[src/rtl/layer_sequencer.sv]
// Layer sequencer for a neural-network datapath: issues one neuron at a time, stores results
// in ping-pong banks for feedback to the next layer, then streams out the final layer.
module layer_sequencer #(
  parameter int DWIDTH     = 32,
  parameter int MAX_OUT    = 16,
  parameter int MAX_LAYERS = 4,
  parameter int RELU       = 1,
  localparam int NW  = $clog2(MAX_OUT + 1),
  localparam int IW  = $clog2(MAX_OUT),
  localparam int LW  = $clog2(MAX_LAYERS + 1),
  localparam int LIW = $clog2(MAX_LAYERS)
) (
  input  logic              clk,
  input  logic              nreset,
  input  logic              start,
  input  logic [NW-1:0]     cfg_neurons,
  input  logic [LW-1:0]     cfg_layers,
  output logic              neuron_start,
  output logic [IW-1:0]     neuron_idx,
  output logic [LIW-1:0]    layer_idx,
  input  logic              neuron_done,
  input  logic [DWIDTH-1:0] neuron_out,
  input  logic [IW-1:0]     fb_addr,
  output logic [DWIDTH-1:0] fb_data,
  output logic              out_valid,
  input  logic              out_ready,
  output logic [DWIDTH-1:0] out_data,
  output logic              layer_done,
  output logic              busy,
  output logic              done,
  output logic              cfg_err
);

  typedef enum logic [2:0] {IDLE, ISSUE, WAIT, DRAIN, FIN} state_t;

  state_t                   state;
  logic [NW-1:0]            n_cfg;
  logic [LW-1:0]            l_cfg;
  logic [IW-1:0]            drain_idx;
  logic signed [DWIDTH-1:0] bank [2][MAX_OUT];

  logic cfg_ok;
  logic last_neuron;
  logic last_layer;
  logic last_beat;
  logic bank_wr;
  logic fb_in_range;

  function automatic logic signed [DWIDTH-1:0] relu_fn(input logic signed [DWIDTH-1:0] x,
                                                       input logic apply);
    if (apply && x[DWIDTH-1]) return '0;
    return x;
  endfunction

  // Comparisons are widened by one bit so the range checks never become constant.
  assign cfg_ok = (cfg_neurons != '0) && ({1'b0, cfg_neurons} <= (NW+1)'(MAX_OUT)) &&
                  (cfg_layers != '0)  && ({1'b0, cfg_layers}  <= (LW+1)'(MAX_LAYERS));

  assign last_neuron = (NW'(neuron_idx) == n_cfg - NW'(1));
  assign last_layer  = (LW'(layer_idx)  == l_cfg - LW'(1));
  assign last_beat   = (NW'(drain_idx)  == n_cfg - NW'(1));
  assign bank_wr     = (state == WAIT) && neuron_done;
  assign fb_in_range = ({1'b0, fb_addr} < (IW+1)'(MAX_OUT));

  // The bank being written is selected by layer parity; feedback reads the other one.
  assign fb_data  = fb_in_range ? bank[~layer_idx[0]][fb_addr] : '0;
  assign out_data = bank[layer_idx[0]][drain_idx];
  assign busy     = (state != IDLE);

  always_ff @(posedge clk or negedge nreset) begin
    if (!nreset) begin
      for (int b = 0; b < 2; b++) begin
        for (int i = 0; i < MAX_OUT; i++) begin
          bank[b][i] <= '0;
        end
      end
    end else if (bank_wr) begin
      bank[layer_idx[0]][neuron_idx] <= relu_fn(neuron_out, (RELU != 0) && !last_layer);
    end
  end

  always_ff @(posedge clk or negedge nreset) begin
    if (!nreset) begin
      state        <= IDLE;
      n_cfg        <= '0;
      l_cfg        <= '0;
      neuron_idx   <= '0;
      layer_idx    <= '0;
      drain_idx    <= '0;
      neuron_start <= 1'b0;
      layer_done   <= 1'b0;
      done         <= 1'b0;
      cfg_err      <= 1'b0;
      out_valid    <= 1'b0;
    end else begin
      neuron_start <= 1'b0;
      layer_done   <= 1'b0;
      done         <= 1'b0;
      cfg_err      <= 1'b0;
      unique case (state)
        IDLE: begin
          if (start) begin
            if (cfg_ok) begin
              n_cfg        <= cfg_neurons;
              l_cfg        <= cfg_layers;
              neuron_idx   <= '0;
              layer_idx    <= '0;
              drain_idx    <= '0;
              neuron_start <= 1'b1;
              state        <= ISSUE;
            end else begin
              cfg_err <= 1'b1;
            end
          end
        end
        ISSUE: state <= WAIT;
        WAIT: begin
          if (neuron_done) begin
            if (!last_neuron) begin
              neuron_idx   <= neuron_idx + IW'(1);
              neuron_start <= 1'b1;
              state        <= ISSUE;
            end else begin
              neuron_idx <= '0;
              layer_done <= 1'b1;
              if (!last_layer) begin
                layer_idx    <= layer_idx + LIW'(1);
                neuron_start <= 1'b1;
                state        <= ISSUE;
              end else begin
                drain_idx <= '0;
                out_valid <= 1'b1;
                state     <= DRAIN;
              end
            end
          end
        end
        DRAIN: begin
          if (out_ready) begin
            if (last_beat) begin
              out_valid <= 1'b0;
              done      <= 1'b1;
              state     <= FIN;
            end else begin
              drain_idx <= drain_idx + IW'(1);
            end
          end
        end
        FIN: state <= IDLE;
        default: state <= IDLE;
      endcase
    end
  end

endmodule

[config.mk]
export PLATFORM = sky130hd
export DESIGN_NAME = layer_sequencer
export DESIGN_NICKNAME = d
export VERILOG_FILES = /design/src/rtl/layer_sequencer.sv
export SDC_FILE = /design/constraint.sdc
export NUM_CORES = 2
export LEC_CHECK = 0
export ABC_AREA = 1
export CAP_MARGIN = 0
export CORE_AREA = 2 2 392 394
export CTS_CLUSTER_DIAMETER = 40
export DETAILED_ROUTE_END_ITERATION = 10
export DIE_AREA = 0 0 394 396
export PLACE_DENSITY = 0.57
export SETUP_SLACK_MARGIN = 0.5
export SLEW_MARGIN = 20
export SYNTH_ARGS = -nofsm -noshare
export SYNTH_HDL_FRONTEND = slang
export SYNTH_SLANG_ARGS = --single-unit
[constraint.sdc]
create_clock -name clk -period 4.1 [get_ports clk]
set_input_delay 1.025 -clock clk [delete_from_list [all_inputs] [get_ports clk]]
set_output_delay 1.025 -clock clk [all_outputs]
set_load 0.02 [all_outputs]
# Word level (Yosys, flattened, before mapping)
# Cells that the tools add are included.
# Widths: inputs -> output; s select.
dict set report word_totals {
  register_bits 1050
  input_bits 49
  output_inout_bits 76
  elab_cells 167
}
dict set report classes {
  add_sub_neg 5
  magnitude_cmp 9
  eq_ne 15
  muxes 68
  bitwise_logic 6
  reduce_logical 21
}
# op count
set ops {}
lappend ops {{$mux 512} 7}
lappend ops {{$bwmux 1024} 1}
lappend ops {{$demux 512 s1} 1}
lappend ops {{$bmux 32 s4} 2}
lappend ops {{$mux 32} 8}
lappend ops {{$demux 32 s4} 1}
lappend ops {{$mux 4} 9}
lappend ops {{$mux 1} 21}
lappend ops {{$ne 2x2->1 const B} 9}
lappend ops {{$ge 5x5->1 const B} 3}
lappend ops {{$mux 3} 5}
lappend ops {{$not 4->5} 3}
lappend ops {{$mux 2} 7}
lappend ops {{$pmux 3 s4} 1}
lappend ops {{$pmux 4 s3} 1}
lappend ops {{$reduce_and 6->1} 2}
lappend ops {{$eq 4x5->1} 2}
lappend ops {{$reduce_bool 3->1} 3}
lappend ops {{$add 4x1->4 const B} 2}
lappend ops {{$pmux 4 s2} 1}
lappend ops {{$reduce_and 8->1} 1}
lappend ops {{$logic_and 1x1->1} 7}
lappend ops {{$eq 3x2->1 const B} 2}
lappend ops {{$le 5x5->1 const B} 1}
lappend ops {{20 further kinds} 24}

# Logic depth before layout (Yosys ltp)
dict set report depth {
  depth_word 9
  mapped_depth 13
  depth_no_buf 13
}

# Worst setup path before layout
# Ideal clock, no wire load.
dict set report synth_path {
  path_type {input -> output}
  startpoint {in fb_addr[0]}
  endpoint {out fb_data[21]}
  arrival_time_ns 2.344
  setup_slack_ns 0.731
  cell_stages 9
  n_path_buf 3
  path_cell_list {buf_2 -> clkbuf_1 -> buf_1 -> o21ai_0 -> o211ai_1 -> nand3_1 -> nand2_1 -> nand2_1 -> nand2_1}
}
dict set report synth_via {
  elab_chain_len 4
}
# element line
set synth_rtl {}
lappend synth_rtl {{start, declared} 23} ;# input logic [IW-1:0] fb_addr,
lappend synth_rtl {{$not 4->5} 66} ;# assign fb_data = fb_in_range ? bank[~layer_idx[0]][fb_addr] : '0;
lappend synth_rtl {{$bmux 32 s4} 66}
lappend synth_rtl {{$mux 32 (implied by the code) (2 in series)} 66}
lappend synth_rtl {{end, declared} 24} ;# output logic [DWIDTH-1:0] fb_data,
# Every way passes these cells. The select of a mux whose other input is x is not followed.

# Worst setup path in the final report
dict set report layout_path {
  startpoint {reg layer_idx[0]}
  endpoint {out fb_data[23]}
}
dict set report layout_via {
  elab_chain_len 8
}
# element line
set layout_rtl {}
lappend layout_rtl {{start, declared} 20} ;# output logic [LIW-1:0] layer_idx,
lappend layout_rtl {{start signal, assigned} 127} ;# layer_idx <= layer_idx + LIW'(1);
lappend layout_rtl {{$not 1->1} 66}
lappend layout_rtl {{$not 1->2} 66}
lappend layout_rtl {{$mux 512 (implied by the code) (3 in series)} 66}
lappend layout_rtl {{$bmux 32 s4} 66}
lappend layout_rtl {{$mux 32 (implied by the code) (2 in series)} 66}
# Every way passes these cells. The select of a mux whose other input is x is not followed.

==> flow_metrics.py <==
metrics = {
    "run_status": {
        "outcome": "complete, but fails checks",
        "violations": "negative setup slack",
    },
    "pwr": {
        "p_leak_nw": 32.3,
        "p_sw_mw": 16.7,
        "p_seq_share_pct": 26.2,
        "power.internal_mw": 28.1,
        "p_sw_share_pct": 37.4,
        "irDropWorstVdd_mv": 0.674,
        "p_per_area_nw_per_um2": 609,
        "pwr-share-clk_pct": 33.8,
        "p_total_mw": 44.8,
        "p_comb_share_pct": 40.0,
    },
    "clock_tree": {
        "cts_made_buffers": 164,
        "clock_latency_ps": 830,
        "cts-root-buf": "clkbuf_16",
        "cts_tree": "yes",
        "cts_sinks": 1050,
        "clk_path_buf_depth": 3,
        "clkTransAtPathRegs_ps": 50,
        "cts.htree.levels": 4,
        "cts_hold_buf": 0,
    },
    "layout": {
        "layout.cells.non_filler": 10200,
        "syn2layout_area_growth_pct": 28.0,
        "final_cell_area_um2": 73500,
        "diodes": 0,
        "drive_gt1_share_pct": 15.6,
        "final_nets": 8059,
        "fillCellCount": 14600,
        "fin_util_pct": 48.5,
    },
    "yosys": {
        "netlist_instances": 7931,
        "netlist_area_um2": 57400,
        "synth_nets": 7987,
        "ys_warn_count": 0,
        "syn_avg_cell_area_um2": 7.24,
        "synth-simple-area-share_pct": 24.1,
        "async_flop_share_pct": 100,
        "yosys.area_share.xor_xnor_pct": 0.0763,
        "synth_top_family_by_area": "simple AND/OR/NAND/NOR gates",
        "synthAdderAreaFrac_pct": 0.153,
        "synth_ff_type": "dfrtp_1",
        "yosysSeqAreaShare_pct": 45.8,
        "synth_cell_type_count": 34,
        "synth_area_leaders": "dfrtp_1, nand2_1, o21ai_0",
        "ys_ff_latch": 1050,
        "synth_top_area_share_pct": 45.8,
        "synth_top_cell_by_area": "dfrtp_1",
        "synth_edf_count": 0,
        "synth-compound-area-share_pct": 23.2,
        "synthMuxAreaShare_pct": 0,
    },
    "placed_design": {
        "gp_congestion": 0.864,
        "place_hpwl_mm": 131,
        "dp_slack_ps": -7.75,
        "port-buffer-count": 124,
        "dp.cells": 9666,
        "place_area_um2": 61900,
    },
    "worst_setup_path": {
        "cp_data_required_time_ps": 3070,
        "cp-end-kind": "primary output",
        "r2r-start": "layer_idx[0]",
        "critPathArrivalTime_ps": 3080,
        "crit_path_end": "fb_data[23]",
        "rrSetupSlack_ps": 830,
        "crit_type": "flop to primary output",
        "cp_max_fo": 8,
        "start_kind": "flop",
        "crit_start": "layer_idx[0]",
        "worstRegToRegCells": 13,
        "reg2reg_to": "bank[955]",
    },
    "worst_hold_path": {
        "hold_class": "input pin to asynchronous set/reset pin",
    },
    "floorplanning": {
        "rows": 143,
        "dieArea_um2": 156000,
        "io-pin-count": 125,
        "initial_core_util_pct": 37.9,
        "die_y_um": 396,
        "core_um2": 152000,
        "die_w_um": 394,
    },
    "routing": {
        "routed_wl_mm": 251,
        "drc": 0,
        "drt_iter0_markers": 7815,
        "first_pass_iters": 6,
        "wl_per_cell_um": 24.6,
        "drtAntennaViolNets": 0,
        "drt-vias-per-instance": 5.85,
        "via_count": 59500,
    },
    "sta": {
        "final.setup.tns_ps": -2.22,
        "tightest_slew_ps": 1030,
        "fmax_mhz": 244,
        "hold-worst-slack_ps": 271,
        "slew_viol_final": 0,
        "setup_viol": 1,
        "fin_crit_sh_pct": 100,
        "finalWorstSetupSlack_ps": -2.22,
        "grt_setup_unrepaired": "true",
        "hold_violations": 0,
        "fin_crit_ps": 4100,
        "relSlewSlack_pct": 31.6,
        "final.setup_skew_ps": 44.2,
    },
    "flow_run": {
        "cap_violations": 0,
    },
    "grt": {
        "first_global_vias": 54100,
        "antenna_found_initial": 0,
        "grt_usage_pct": 30.5,
        "grt_overflow": 0,
        "grt_pass1_wl_mm": 361,
        "grt_max_degree": 102,
    },
}
-- sequential cells by signal, indices dropped and copies added, names as in the netlist, 2 cells and up --
register    cells
n_cfg           5
drain_idx       4
neuron_idx      4
bank         1024
layer_idx       2
l_cfg           3
state           3
-- cells in the final DEF, fill, tap and decap left out, drive strengths merged, types with 54 or more instances in the layout --
cell           instances
nand2               2441
o21ai               1619
dfrtp               1050
nor2                 667
buf                  521
a21oi                418
nand3                345
clkbuf               243
inv                  214
o211ai               210
o31ai                 85
clkdlybuf4s50         54
-- layer usage --
| metal | up-vias | part of all wire, % | GRT usage [%] |
|---|---|---|---|
| met5 | - | 0 | 0 |
| met4 | 0 | 4.3 | 11.5 |
| met3 | 706 | 11 | 6.43 |
| met2 | 3479 | 43 | 46.2 |
| met1 | 28500 | 41 | 42.9 |
| li1 | 26800 | - | - |
-- logic make-up (layout without fill, tap and decap cells) --
family                   count (synthesis)  in the layout
AND/OR/NAND/NOR                       3497           3497
XOR/XNOR                                 5              5
buffers and inverters                  916           1123
flip-flops                            1050           1050
adder cells (fa/ha/maj)                  7              7
AO/OA/AOI/OAI                         2456           2456
-- worst max-delay path: stages, from the launching register on --
cell and delay [ps]:
dfrtp_4 510, buf_12 150, inv_16 90, buf_12 110, buf_12 90, buf_16 140
buf_12 140, buf_4 110, o21ai_0 70, o211ai_1 190, nand2_1 90, o21ai_2 190
nand2_2 80, nand2_4 120, buf_6 130
-- how the worst min path moves through the flow --
stage	from	end	slack, ps	cells after the start
final	nreset	bank[711]	270	1
after detailed placement	bank[970]	bank[970]	470	2
after global routing	nreset	bank[583]	290	1
after floorplan	bank[102]	bank[102]	450	2
after global placement	out_valid	out_valid	460	2
after CTS	nreset	bank[711]	290	1
-- synth_stat cells, drive strengths merged (11+ instances only) --
| cell | number |
|---|---|
| nor2 | 667 |
| inv | 196 |
| o221ai | 18 |
| a21oi | 418 |
| o31ai | 85 |
| clkbuf | 361 |
| o211ai | 210 |
| o21ai | 1619 |
| o22ai | 53 |
| nand3 | 345 |
| nand2 | 2441 |
| nand4 | 11 |
| dfrtp | 1050 |
| a211oi | 52 |
| or2 | 27 |
| buf | 358 |
-- power groups by stage --
stage	Combinational, mW	Clock [mW]	Sequential, mW
final	17.9	15.1	11.8
after global routing	19.0	15.7	11.8
after CTS	15.1	15.2	11.7
after detailed placement	12.3	0	11.9
after global placement	12.1	0	11.9
after floorplan	7.97	0	11.7
-- what timing repair did --
action,in CTS,in global routing
cloned,49,44
setup buffers,48,60
pin swaps,79,218
setup endpoints to repair,257,185
hold endpoints to repair,0,0
gates resized for setup,583,475
-- cell type report --
cell class	instances	area, um^2	share of cell area, %
multi-input cells	5965	28700	39.1
inverters	197	788	1.07
well taps	2030	2540	3.46
repair buffers	624	9270	12.6
clock buffers	201	4500	6.12
clock inverters	100	1400	1.90
flip-flops and latches	1050	26300	35.8
repair inverters	1	8.76	0.0119
No activity file was read; power rests on OpenSTA's default activity.
